<file path="config.mk">
export PLATFORM = sky130hd
export DESIGN_NAME = mmio_button_hub
export DESIGN_NICKNAME = d
export VERILOG_FILES = /design/src/rtl/mmio_button_hub.sv
export SDC_FILE = /design/constraint.sdc
export NUM_CORES = 1
export LEC_CHECK = 0
export CELL_PAD_IN_SITES_DETAIL_PLACEMENT = 2
export CELL_PAD_IN_SITES_GLOBAL_PLACEMENT = 2
export CORE_MARGIN = 2
export CORE_UTILIZATION = 41
export DETAILED_ROUTE_END_ITERATION = 16
export GPL_TIMING_DRIVEN = 0
export MAX_ROUTING_LAYER = met4
export PLACE_DENSITY_LB_ADDON = 0.1
export REMOVE_ABC_BUFFERS = 1
export SETUP_SLACK_MARGIN = 0.02
export SYNTH_ARGS = -nofsm -noshare
export SYNTH_HDL_FRONTEND = slang
export SYNTH_SLANG_ARGS = --single-unit
</file>
<file path="constraint.sdc">
create_clock -name clock -period 13.75 [get_ports clock]
set_clock_uncertainty 0.2 [all_clocks]
set_input_delay 1.375 -clock clock [delete_from_list [all_inputs] [get_ports clock]]
set_output_delay 1.375 -clock clock [all_outputs]
set_load 0.01 [all_outputs]
</file>
<file path="src/rtl/mmio_button_hub.sv">
// mmio_button_hub: memory-mapped hub for N debounced push buttons and N LEDs.
// Each button is synchronised and debounced. Every debounced press queues its
// index in an event FIFO, which the processor drains with loads. A status word
// reports the current levels and the FIFO state, and a store to the same address
// can flush the queue. Each LED is driven on or off directly, or lit for a fixed
// timed flash.
//
// Bus handshake: there is no stall. dataOut and hit depend combinationally on
// addr alone. A load side effect (an event pop) takes place at the rising edge
// where rEn is high. A store takes effect at the rising edge where wEn is high.
module mmio_button_hub #(
    parameter int          NUM_BUTTONS     = 4,
    parameter int          DEBOUNCE_CYCLES = 500000,
    parameter int          FIFO_DEPTH      = 8,
    parameter int          FLASH_CYCLES    = 25000000,
    parameter logic [11:0] ADDR_EVENT      = 12'd7,
    parameter logic [11:0] ADDR_STATUS     = 12'd9,
    parameter logic [11:0] ADDR_LED        = 12'd6
) (
    input  logic                   clock,
    input  logic                   reset,
    input  logic [NUM_BUTTONS-1:0] buttons,
    input  logic [11:0]            addr,
    input  logic                   wEn,
    input  logic                   rEn,
    input  logic [31:0]            dataIn,
    output logic [31:0]            dataOut,
    output logic                   hit,
    output logic [NUM_BUTTONS-1:0] leds
);

    // Widths. The debounce counter has to hold DEBOUNCE_CYCLES itself. The FIFO
    // count has to hold FIFO_DEPTH. The flash timer has to hold FLASH_CYCLES.
    localparam int CNT_W   = $clog2(DEBOUNCE_CYCLES + 1);
    localparam int PTR_W   = $clog2(FIFO_DEPTH);
    localparam int COUNT_W = PTR_W + 1;
    localparam int TMR_W   = $clog2(FLASH_CYCLES + 1);

    localparam logic [CNT_W-1:0]   DB_LIMIT   = CNT_W'(DEBOUNCE_CYCLES);
    localparam logic [COUNT_W-1:0] FIFO_FULL  = COUNT_W'(FIFO_DEPTH);
    localparam logic [TMR_W-1:0]   FLASH_LOAD = TMR_W'(FLASH_CYCLES);

    // ------------------------------------------------------------------
    // Input conditioning state
    // ------------------------------------------------------------------
    logic [NUM_BUTTONS-1:0]            sync1_q, sync2_q;
    logic [NUM_BUTTONS-1:0][CNT_W-1:0] cnt_q, cnt_d;
    logic [NUM_BUTTONS-1:0]            deb_q, deb_d;
    logic [NUM_BUTTONS-1:0]            deb_prev_q;
    logic [NUM_BUTTONS-1:0]            pending_q, pending_d;
    logic [NUM_BUTTONS-1:0]            rise;

    // ------------------------------------------------------------------
    // Event FIFO state
    // ------------------------------------------------------------------
    logic [FIFO_DEPTH-1:0][3:0] mem_q;
    logic [PTR_W-1:0]           wr_ptr_q, rd_ptr_q;
    logic [COUNT_W-1:0]         count_q, count_d;
    logic                       overflow_q, overflow_d;

    // ------------------------------------------------------------------
    // LED state
    // ------------------------------------------------------------------
    logic [NUM_BUTTONS-1:0]            led_q, led_d;
    logic [NUM_BUTTONS-1:0][TMR_W-1:0] tmr_q, tmr_d;

    // ------------------------------------------------------------------
    // Bus decode
    // ------------------------------------------------------------------
    logic       sel_event, sel_status, sel_led;
    logic       flush, pop, push, push_req, drop;
    logic       fifo_empty, fifo_full;
    logic [3:0] push_idx;
    logic [NUM_BUTTONS-1:0] push_onehot;
    logic [3:0] cmd_idx;
    logic       cmd_on, cmd_timed, cmd_hit;
    logic       unused_data;

    assign sel_event  = (addr == ADDR_EVENT);
    assign sel_status = (addr == ADDR_STATUS);
    assign sel_led    = (addr == ADDR_LED);
    assign hit        = sel_event || sel_status;

    assign fifo_empty = (count_q == '0);
    assign fifo_full  = (count_q == FIFO_FULL);

    // A flush takes priority over a push or a pop in the same cycle.
    assign flush = wEn && sel_status && dataIn[0];
    assign pop   = rEn && sel_event && !fifo_empty;

    assign cmd_hit   = wEn && sel_led;
    assign cmd_idx   = dataIn[3:0];
    assign cmd_on    = dataIn[4];
    assign cmd_timed = dataIn[5];
    assign unused_data = ^dataIn[31:6];

    // A one-cycle pulse marks a debounced press. A release produces no pulse.
    assign rise = deb_q & ~deb_prev_q;

    // Debounce: count consecutive cycles where the synchronised level differs
    // from the accepted level, and accept the new level once the count has
    // reached the limit.
    always_comb begin
        deb_d = deb_q;
        cnt_d = cnt_q;
        for (int i = 0; i < NUM_BUTTONS; i++) begin
            if (sync2_q[i] == deb_q[i]) begin
                cnt_d[i] = '0;
            end else if (cnt_q[i] == DB_LIMIT) begin
                deb_d[i] = sync2_q[i];
                cnt_d[i] = '0;
            end else begin
                cnt_d[i] = cnt_q[i] + CNT_W'(1);
            end
        end
    end

    // Arbitration: the lowest-index pending button wins the single push slot.
    always_comb begin
        push_idx = '0;
        for (int i = NUM_BUTTONS - 1; i >= 0; i--) begin
            if (pending_q[i]) push_idx = 4'(i);
        end
    end

    assign push_req    = |pending_q;
    assign push_onehot = pending_q & (~pending_q + NUM_BUTTONS'(1));
    // A full FIFO still accepts a push when a pop frees a slot at the same edge.
    assign push        = push_req && (!fifo_full || pop);
    assign drop        = push_req && fifo_full && !pop;

    // Pending bits: the winner is cleared, whether it was pushed or dropped. A new
    // press for a button that is still pending merges with the existing one.
    always_comb begin
        pending_d = (pending_q & ~push_onehot) | rise;
        if (flush) pending_d = '0;
    end

    // FIFO occupancy and the sticky overflow flag.
    always_comb begin
        count_d = count_q;
        if (push && !pop) begin
            count_d = count_q + COUNT_W'(1);
        end else if (pop && !push) begin
            count_d = count_q - COUNT_W'(1);
        end
        overflow_d = overflow_q | drop;
        if (flush) begin
            count_d    = '0;
            overflow_d = 1'b0;
        end
    end

    // LED next state. A running timer counts down and turns the LED off when it
    // expires. A command addressed to the LED overrides whatever was running.
    always_comb begin
        led_d = led_q;
        tmr_d = tmr_q;
        for (int i = 0; i < NUM_BUTTONS; i++) begin
            if (tmr_q[i] != '0) begin
                tmr_d[i] = tmr_q[i] - TMR_W'(1);
                if (tmr_q[i] == TMR_W'(1)) led_d[i] = 1'b0;
            end
            if (cmd_hit && (cmd_idx == 4'(i))) begin
                led_d[i] = cmd_on;
                tmr_d[i] = (cmd_timed && cmd_on) ? FLASH_LOAD : '0;
            end
        end
    end

    // Synchroniser, debounce, press detection and pending-bit registers.
    always_ff @(posedge clock or posedge reset) begin
        if (reset) begin
            sync1_q    <= '0;
            sync2_q    <= '0;
            cnt_q      <= '0;
            deb_q      <= '0;
            deb_prev_q <= '0;
            pending_q  <= '0;
        end else begin
            sync1_q    <= buttons;
            sync2_q    <= sync1_q;
            cnt_q      <= cnt_d;
            deb_q      <= deb_d;
            deb_prev_q <= deb_q;
            pending_q  <= pending_d;
        end
    end

    // FIFO pointers, count and overflow flag.
    always_ff @(posedge clock or posedge reset) begin
        if (reset) begin
            wr_ptr_q   <= '0;
            rd_ptr_q   <= '0;
            count_q    <= '0;
            overflow_q <= 1'b0;
        end else begin
            count_q    <= count_d;
            overflow_q <= overflow_d;
            if (flush) begin
                wr_ptr_q <= '0;
                rd_ptr_q <= '0;
            end else begin
                if (push) wr_ptr_q <= wr_ptr_q + PTR_W'(1);
                if (pop)  rd_ptr_q <= rd_ptr_q + PTR_W'(1);
            end
        end
    end

    // FIFO storage. An entry is only read while the count says it is valid, so
    // the storage needs no reset.
    always_ff @(posedge clock) begin
        if (push && !flush) mem_q[wr_ptr_q] <= push_idx;
    end

    // LED drive and flash timers.
    always_ff @(posedge clock or posedge reset) begin
        if (reset) begin
            led_q <= '0;
            tmr_q <= '0;
        end else begin
            led_q <= led_d;
            tmr_q <= tmr_d;
        end
    end

    assign leds = led_q;

    // Read mux: event word, status word, otherwise zero.
    always_comb begin
        logic [31:0] event_word;
        logic [31:0] status_word;
        event_word     = '0;
        event_word[30] = overflow_q;
        if (!fifo_empty) begin
            event_word[31]  = 1'b1;
            event_word[3:0] = mem_q[rd_ptr_q];
        end
        status_word = {1'b0, overflow_q, 6'b0, 8'(count_q), 16'(deb_q)};
        if (sel_event) begin
            dataOut = event_word;
        end else if (sel_status) begin
            dataOut = status_word;
        end else begin
            dataOut = '0;
        end
    end

endmodule

</file>
==> results_dict.tcl <==
set metrics [dict create \
    ys_types 65 \
    max_freq_ghz 0.174 \
    cp_max_fo 7 \
    max-cap-violations 0 \
    outcome "finished, final reports clean" \
    rows 62 \
    ys.flop_type "dfrtp_1" \
    cts_buffers 27 \
    finalHoldViolCount 0 \
    relSlewSlack_pct 21.8 \
    wirelength_mm 32.3 \
    endpoint_kind "output pin" \
    grt_usage_pct 22.6 \
    synthCells 1222 \
    drc_errors 0 \
    grt_use_met1_pct 28.6 \
    grt_max_degree 95 \
    regArea_sq_mm 0.00576 \
    drive_above_1_share_pct 6.48 \
    setup_viol 0 \
    ys_ff_latch 227 \
    rsz0062_at_grt "false" \
    busiest_layer "met2" \
    met3_usage_pct 2.41 \
    die_height_microns 174 \
    fillers 3012 \
    start_util_pct 41.5 \
    rrSetupSlack_ns 10.32 \
    use_met2_pct 39.9 \
    worst_pin_slew_ns 1.17 \
    dp_cells 1617 \
    fin_nets 1335 \
    cts_resized 0 \
    synth.most_common_cell "dfrtp_1" \
    syn_area_sq_mm 0.0119 \
    stdcell_area_sq_mm 0.0134 \
    clk_pin_slew_worst_paths_ns 0.06 \
    power.leakage_nw 4.87 \
    via_count 9330 \
    core_area_sq_mm 0.0286 \
    synth_area_per_cell_sq_um 9.72 \
    min_period_over_period_pct 41.7 \
    hold_buffers 0 \
    critical_path_required_ns 12.18 \
    clock_sinks 227 \
    root_buffer "clkbuf_16" \
    place.gp.congestion 0.746 \
    dieArea_sq_mm 0.0303 \
    worstSetupStartpointType "input port" \
    fin_util_pct 47.0 \
    slew_viol_final 0 \
    post_dp_cell_area_sq_mm 0.0126 \
    post_cts_buffers 0 \
    criticalPathCategory "in2out" \
    diodes 0 \
    antenna_found_initial 0 \
    p_per_area_mw_per_mm2 109 \
    yosys-top-cells-area "dfrtp_1 (44%), nor2_1 (6.0%), xnor2_1 (4.8%), xor2_1 (4.3%), edfxtp_1 (4.0%)" \
    drtIter0Drc 361 \
    portBuffers 40 \
    arrival_ns 4.16 \
    die_x_microns 174 \
    ios 89 \
    holdWs_ns 0.155 \
    synth_edf_count 16 \
    grt_pass1_vias 10400 \
    clock_latency_ns 0.54 \
    tns_ns 0 \
    timing.final.crit_period_ns 5.74 \
    wire_per_inst_microns 19.4 \
    cts_tree "done" \
    syn2layout_area_growth_pct 13.2 \
    async_reset_ff_share_pct 93.0 \
    synth_common_cells "dfrtp_1 (211), nor2_1 (189), xnor2_1 (65)" \
    via_per_inst 5.60 \
    yosysSeqAreaShare_pct 48.5 \
    htree_num_levels 1 \
    synth.largest_area_cell "dfrtp_1" \
    yosys_warnings 0 \
    multi_input_area_sq_mm 0.00577 \
    dr.pass1.iters 4 \
    clk_path_buf_depth 3 \
    vdd_drop_max_mv 0.0731 \
    dp_hpwl_mm 22.3 \
    final_antenna_net_count 0 \
    fin_cells 1665 \
    grt_pass1_wl_mm 55.3 \
    hold_class "reg2reg" \
    synth_top_area_share_pct 44.5 \
    grt.overflow.total 0 \
]
[critical path, stage by stage]
cell and delay (ns):
clkdlybuf4s50_1 0.43, nor4_2 0.80, nand2_1 0.27, or3_1 0.49, o21ai_0 0.19, clkdlybuf4s50_1 0.60
[sequential cells by signal, indices dropped and copies added, names as in the netlist]
register    count
cnt_q          76
count_q         4
deb_prev_q      4
deb_q           4
leds            4
mem_q          16
overflow_q      1
pending_q       4
rd_ptr_q        3
sync1_q         4
sync2_q         4
tmr_q         100
wr_ptr_q        3
[final timing paths]
check,cells past startpoint,end,start
worst max register to register,7,tmr_q[90]$_DFFE_PP0P_,tmr_q[75]$_DFFE_PP0P_
worst min register to register,0,sync2_q[0]$_DFF_PP0_,sync1_q[0]$_DFF_PP0_
worst min-delay path,0,sync2_q[0]$_DFF_PP0_,sync1_q[0]$_DFF_PP0_
max in group asynchronous,4,tmr_q[48]$_DFFE_PP0P_,reset
worst max-delay path,6,dataOut[0],addr[9]
min in group asynchronous,2,cnt_q[5]$_DFF_PP0_,reset
[per-layer routing]
layer / vias up / wire, microns
met5: - / 0
li1: 4397 / -
met2: 75 / 16700
met3: 30 / 641
met4: 0 / 517
met1: 4828 / 14500
[kinds of logic after synthesis]
family / Yosys count / share of synthesized area (%)
other: 1 / 0.0316
adders and majority gates: 21 / 2.28
DFF: 227 / 48.5
and+or+nand+nor: 555 / 24.9
AOI/OAI and AO/OA: 187 / 9.66
xor gates and xnor gates: 123 / 9.07
buffers and inverters: 92 / 3.77
muxes: 16 / 1.83
[where the power goes]
group | switching (W) | internal (W) | total [W]
combinational | 0.0000458 | 0.0000288 | 0.0000746
sequential | 0.0000267 | 0.000694 | 0.000721
clock | 0.000280 | 0.000390 | 0.000669
[cell usage in the layout, fill, tap and decap left out, drive strengths merged, types with 4 or more instances in the layout]
cell	instances
a211oi	6
a21oi	63
a31oi	13
and2	8
and3	6
and4	9
clkbuf	46
clkdlybuf4s50	40
conb	22
dfrtp	211
edfxtp	16
ha	20
inv	40
mux2	6
mux2i	6
mux4	4
nand2	62
nand2b	13
nand3	44
nand3b	5
nand4	29
nand4b	8
nor2	191
nor2b	6
nor3	58
nor4	30
nor4b	10
o211ai	20
o21ai	44
o31ai	18
o41ai	7
or2	13
or3	24
or4	27
xnor2	65
xor2	58
[stage by stage]
step	total power, W	setup WS, ns
floorplan	0.000774	6.41
global placement	0.000802	3.14
detailed placement	0.000809	7.59
CTS	0.00149	7.50
global route	0.00153	7.82
finish	0.00146	8.01
[layout make-up]
cell class | instances | share of cell area [%]
Clock inverter | 2 | 0.102
Inverter | 39 | 1.14
Timing Repair Buffer | 43 | 3.50
Clock buffer | 46 | 5.93
Tap cell | 384 | 3.57
Sequential cell | 227 | 42.8
Multi-Input combinational cell | 924 | 42.9
Note: power is estimated with default switching activity, not from simulation.
==> patch 1 (same flow settings) <==
Register the inputs `buttons`, `addr`, `wEn`, `rEn` and `dataIn` before use. The logic sees them one clock later.
--- a/src/rtl/mmio_button_hub.sv
+++ b/src/rtl/mmio_button_hub.sv
@@ -40,6 +40,20 @@
     localparam logic [COUNT_W-1:0] FIFO_FULL  = COUNT_W'(FIFO_DEPTH);
     localparam logic [TMR_W-1:0]   FLASH_LOAD = TMR_W'(FLASH_CYCLES);
 
+    logic [NUM_BUTTONS-1:0] buttons_q;
+    logic [11:0] addr_q;
+    logic wEn_q;
+    logic rEn_q;
+    logic [31:0] dataIn_q;
+
+    always_ff @(posedge clock) begin
+        buttons_q <= buttons;
+        addr_q    <= addr;
+        wEn_q     <= wEn;
+        rEn_q     <= rEn;
+        dataIn_q  <= dataIn;
+    end
+
     // ------------------------------------------------------------------
     // Input conditioning state
     // ------------------------------------------------------------------
@@ -76,23 +90,23 @@
     logic       cmd_on, cmd_timed, cmd_hit;
     logic       unused_data;
 
-    assign sel_event  = (addr == ADDR_EVENT);
-    assign sel_status = (addr == ADDR_STATUS);
-    assign sel_led    = (addr == ADDR_LED);
+    assign sel_event  = (addr_q == ADDR_EVENT);
+    assign sel_status = (addr_q == ADDR_STATUS);
+    assign sel_led    = (addr_q == ADDR_LED);
     assign hit        = sel_event || sel_status;
 
     assign fifo_empty = (count_q == '0);
     assign fifo_full  = (count_q == FIFO_FULL);
 
     // A flush takes priority over a push or a pop in the same cycle.
-    assign flush = wEn && sel_status && dataIn[0];
-    assign pop   = rEn && sel_event && !fifo_empty;
-
-    assign cmd_hit   = wEn && sel_led;
-    assign cmd_idx   = dataIn[3:0];
-    assign cmd_on    = dataIn[4];
-    assign cmd_timed = dataIn[5];
-    assign unused_data = ^dataIn[31:6];
+    assign flush = wEn_q && sel_status && dataIn_q[0];
+    assign pop   = rEn_q && sel_event && !fifo_empty;
+
+    assign cmd_hit   = wEn_q && sel_led;
+    assign cmd_idx   = dataIn_q[3:0];
+    assign cmd_on    = dataIn_q[4];
+    assign cmd_timed = dataIn_q[5];
+    assign unused_data = ^dataIn_q[31:6];
 
     // A one-cycle pulse marks a debounced press. A release produces no pulse.
     assign rise = deb_q & ~deb_prev_q;
@@ -178,7 +192,7 @@
             deb_prev_q <= '0;
             pending_q  <= '0;
         end else begin
-            sync1_q    <= buttons;
+            sync1_q    <= buttons_q;
             sync2_q    <= sync1_q;
             cnt_q      <= cnt_d;
             deb_q      <= deb_d;
Behaviour: not the same (a bounded check fails within 4 cycles, from zero or initial values and one cycle with reset high).
==> patch 1 against the unedited design <==
  * Sequential cell count up 24
  * Critical path type is now register to output port
  * Final area grew 2.1%
  * Wire length fell by 5.6%
  * Count of clock-buffer cells in the layout is 3 higher
  * Critical endpoint is now dataOut[1]
  * Setup slack improved by 0.76 ns
  * Synthesized area is 1.3% higher
  * Global-route usage down 1.5 points
  * Critical path depth unchanged
  * Via count down 5.2%
Power is not compared: it rests on default switching activity, and its combinational part moved more than twofold at a synthesized area within 25%.
==> patch 1: results (changes against the unedited design) <==
stage,metric,value,unit,change
yosys,synth_top_family_by_area,simple AND/OR/NAND/NOR gates,,
pwr,ir_drop,0.0000911,V,
yosys,ys_top_cells_by_area,"dfrtp_1 (44%), nor2_1 (6.8%), xor2_1 (5.5%)",,
timing,slew_headroom,21.2,%,-0.52 points
min_path,whs_path_depth,0,,unchanged
place,io_buffers,40,,unchanged
layout,fin_cells,1665,,unchanged
yosys,ys_types,63,,-3.1%
yosys,async_flop_share,84.1,%,-8.9 points
detailed_routing,via_count,8843,,-5.2%
worst_setup_path,path_max_fanout,6,,-1
layout,largest_registers,"tmr_q: 100 flops, cnt_q: 76 flops, mem_q: 16 flops",,
place,dp_hpwl,20.4,mm,-8.5%
yosys,yosys_warnings,0,,unchanged
layout,layout.nets,1331,,-0.30%
global_route,grtUsageTotal,21.2,%,-1.5 points
min_path,min_path_type,register to register,,
yosys,synth_compound_area_share,4.17,%,-5.5 points
yosys,seq_area_frac_synth,51.8,%,+3.3 points
yosys,synthMuxAreaShare,1.97,%,+0.14 points
place,gp_congestion,0.764,,+2.3%
detailed_routing,drt_iter0_markers,355,,-1.7%
yosys,synth_xor_area_share,10.5,%,+1.5 points
clock_network,cts_buffer_depth,3,,unchanged
global_route,grt_pass1_vias,9775,,-5.7%
clock_network,h-tree-depth,1,,unchanged
worst_setup_path,cp.arrival,3.41,ns,-0.75 ns
yosys,synth_edf_count,16,,unchanged
clock_network,cts_made_buffers,30,,+11%
clock_network,clk_latency,0.55,ns,
yosys,synth_fa_ha_area_share,2.25,%,-0.030 points
layout,drive_gt1_share,7.10,%,+0.62 points
worst_setup_path,rr_worst_depth,6,,-1
clock_network,cts_setup_buffers,0,,unchanged
clock_network,postCtsResizedCells,0,,unchanged
detailed_routing,dr.pass1.iters,4,,unchanged
yosys,synthCells,1214,,-0.65%
place,place_inst,1609,,-0.49%
clock_network,clockRootBuffer,clkbuf_16,,
status,status,completed,,
yosys,synth_commonest_cells,"nor2_1 (217), dfrtp_1 (211), nand2_1 (94)",,
clock_network,path_clk_slew,0.06,ns,about the same
detailed_routing,wl_per_cell,18.3,um,-5.6%
layout,n_antenna_cell,0,,unchanged
global_route,grt_max_degree,117,,+23%
global_route,grt_first_pass_wirelength,52.0,mm,-6.0%
layout,fill_cells,3080,,+2.3%
pwr,leakagePower,0.00568,uW,
## patch 1: changes by cell type after synthesis, moves of 11 or more
cell / change
a31oi_1: -11
xor2_1: +18
a21oi_1: -20
nor2_1: +28
nand2_1: +32
o21ai_0: -21
o211ai_1: -18
o31ai_1: -14
dfxtp_1: +24
or4_1: -13
## patch 1: cell families after synthesis
kind of cell               Yosys count
AOI/OAI and AO/OA                   85
xor gates and xnor gates           145
adders and majority gates           21
buffers and inverters               88
DFF                                251
muxes                               18
other                                1
and+or+nand+nor                    605
## patch 1: final timing paths
check	startpoint	end	slack [ns]
max	addr_q[5]	dataOut[1]	8.77
min	buttons_q[1]	sync1_q[1]	0.13
max reg2reg	tmr_q[91]	tmr_q[86]	10.40
min reg2reg	buttons_q[1]	sync1_q[1]	0.13
max in group asynchronous	reset	cnt_q[32]	11.30
min in group asynchronous	reset	cnt_q[48]	0.92
## patch 1: report_power, final
group	leakage [uW]	switching, uW	internal (uW)
logic	0.00213	248	192
registers	0.00307	156	884
clock network	0.000481	309	473
## patch 1: worst max-delay path, stage by stage (launching register included)
cell and delay [ns]:
dfxtp_1 0.29, or4_1 0.63, or3_1 0.52, nor2_1 0.51, nand2_1 0.19, o21ai_0 0.12, clkdlybuf4s50_1 0.60
## patch 1: metal layers
layer | vias up | GRT usage, % | share of wire [%]
met5 | - | - | 0
met4 | 0 | 4.34 | 1.9
met3 | 36 | 2.66 | 2.6
met2 | 91 | 36.1 | 51
met1 | 4528 | 27.2 | 44
li1 | 4188 | - | -
## patch 1: area by class of cell
| class | instances | area [um^2] | area share (%) |
|---|---|---|---|
| timing repair buffer | 43 | 460 | 3.35 |
| inverter | 36 | 143 | 1.04 |
| clock buffer | 49 | 923 | 6.73 |
| clock inverter | 6 | 57.6 | 0.419 |
| multi-input combinational | 896 | 5420 | 39.5 |
| tap | 384 | 480 | 3.50 |
| sequential | 251 | 6240 | 45.5 |
## patch 1: metrics by stage
stage | power (uW) | utilization [%] | hold WS, ns | area (um^2) | setup slack (ns)
5_1_grt | 2400 | 47.7 | 0.132 | 13700 | 8.57
3_5_place_dp | 1490 | 44.3 | 0.122 | 12700 | 9.30
2_1_floorplan | 1350 | - | 0.116 | 11800 | 6.41
6_report | 2260 | 47.7 | 0.128 | 13700 | 8.77
3_3_place_gp | 1450 | 44.1 | 0.117 | 12700 | 3.08
4_1_cts | 2290 | 47.7 | 0.130 | 13700 | 8.66
==> patch 2 (config.mk and constraints unchanged) <==
Without the edit above. The parameter `FIFO_DEPTH` goes from 8 to 16.
--- a/src/rtl/mmio_button_hub.sv
+++ b/src/rtl/mmio_button_hub.sv
@@ -11,7 +11,7 @@
 module mmio_button_hub #(
     parameter int          NUM_BUTTONS     = 4,
     parameter int          DEBOUNCE_CYCLES = 500000,
-    parameter int          FIFO_DEPTH      = 8,
+    parameter int          FIFO_DEPTH      = 16,
     parameter int          FLASH_CYCLES    = 25000000,
     parameter logic [11:0] ADDR_EVENT      = 12'd7,
     parameter logic [11:0] ADDR_STATUS     = 12'd9,
Check against the original RTL: no difference found for any inputs over 10 cycles, from zero or initial values and one cycle with reset high; that may be too few to reach the edited logic, so the function may still have changed.
==> patch 2 against the unedited design <==
  * Largest power group is now the clock network
  * Sequential share of layout area is 0.70 points higher
  * Power is 15% higher
  * Synthesized area is 7.5% higher
  * Register-to-register slack better by 0.12 ns
  * Setup slack worse by 0.090 ns
  * Final area is 7.9% higher
  * Sequential cell count is 19 higher
  * Count of clock-buffer cells in the layout is 8 lower
  * Die area is 7.3% higher
  * Wire length is 10% higher
==> patch 2: results (changes against the unedited design) <==
stage,metric,value,unit,change
place,place_inst,1677,,+3.7%
pwr,leakagePower,0.00533,uW,+9.3%
layout,sh_seq_area,43.5,%,+0.70 points
layout,inverters,38,,-2.6%
pwr,ir_drop,0.0000998,V,+37%
layout,drive_gt1_share,6.91,%,+0.43 points
yosys,seq_area_frac_synth,49.5,%,+0.97 points
place,io_buffers,41,,+2.5%
status,status,completed,,
pwr,swShare,23.6,%,-0.47 points
place,gp_congestion,0.741,,-0.71%
detailed_routing,drt_iter0_markers,475,,+32%
global_route,grt_max_degree,111,,+17%
yosys,synth_xor_area_share,7.89,%,-1.2 points
worst_setup_path,rr_worst_depth,8,,+1
layout,n_antenna_cell,1,,+1
worst_setup_path,critPathMaxStageDelay,0.67,ns,-0.13 ns
worst_setup_path,cpMaxStageDelayCell,nor2_1,,
yosys,synth_commonest_cells,"dfrtp_1 (214), nor2_1 (171), xnor2_1 (69)",,
layout,buffer_area_share,3.26,%,-0.24 points
layout,final-clk-cell-share,6.99,%,+0.96 points
worst_setup_path,path_max_fanout,8,,+1
clock_network,cts_made_buffers,30,,+11%
yosys,async_flop_share,87.0,%,-6.0 points
yosys,ys_top_cells_by_area,"dfrtp_1 (42%), edfxtp_1 (7.5%), nor2_1 (5.0%)",,
detailed_routing,avgViaCountPerCell,5.81,,+3.6%
pwr,power_frac_comb,4.7,%,-0.4 points
layout,largest_registers,"tmr_q: 100 flops, cnt_q: 76 flops, mem_q: 32 flops",,
timing,tightestPinTransition,1.28,ns,+0.112 ns
yosys,synth_seq_cells,246,,+8.4%
global_route,grt_first_pass_wirelength,60.1,mm,+8.8%
worst_setup_path,cp.arrival,4.25,ns,+0.09 ns
layout,buffers,46,,+7.0%
[patch 2: cell types whose count changed in the layout (fill, tap and decap cells not counted), moves of 10 or more]
cell and delta:
a211oi_1 +10, xor2_1 -12, nor4_1 +15, nor2_1 -18
edfxtp_1 +16, nand2b_1 +13, o211ai_1 -16
[patch 2: path summary, 6_finish.rpt]
kind | startpoint | end | slack (ns)
setup reg to reg | count_q[1] | count_q[4] | 10.44
min in group asynchronous | reset | cnt_q[41] | 1.20
max in group asynchronous | reset | tmr_q[60] | 11.13
hold / removal | sync1_q[3] | sync2_q[3] | 0.15
hold reg to reg | sync1_q[3] | sync2_q[3] | 0.15
setup / recovery | addr[9] | dataOut[0] | 7.92
[patch 2: worst max-delay path, delay by kind of cell]
family	cells	cell delay, ns
compound gates	1	0.26
simple gates	3	1.67
buf+inv	2	0.95
[patch 2: routing by layer]
| layer | track usage (%) | part of all wire (%) | up-vias |
|---|---|---|---|
| met3 | 2.85 | 3.0 | 50 |
| met4 | 4.48 | 1.8 | 0 |
| met2 | 38.9 | 49 | 127 |
| met1 | 29.9 | 46 | 5208 |
| li1 | - | - | 4655 |
| met5 | - | 0 | - |
[patch 2: through the flow]
| stage | utilization (%) | power [uW] | worst slack [ns] | hold WS [ns] |
|---|---|---|---|---|
| 2_1_floorplan | - | 843 | 6.32 | 0.131 |
| 6_report | 47.4 | 1680 | 7.92 | 0.149 |
| 4_1_cts | 47.4 | 1710 | 7.89 | 0.153 |
| 3_5_place_dp | 44.1 | 878 | 7.89 | 0.140 |
| 5_1_grt | 47.4 | 1750 | 7.75 | 0.159 |
| 3_3_place_gp | 43.8 | 871 | 2.95 | 0.135 |
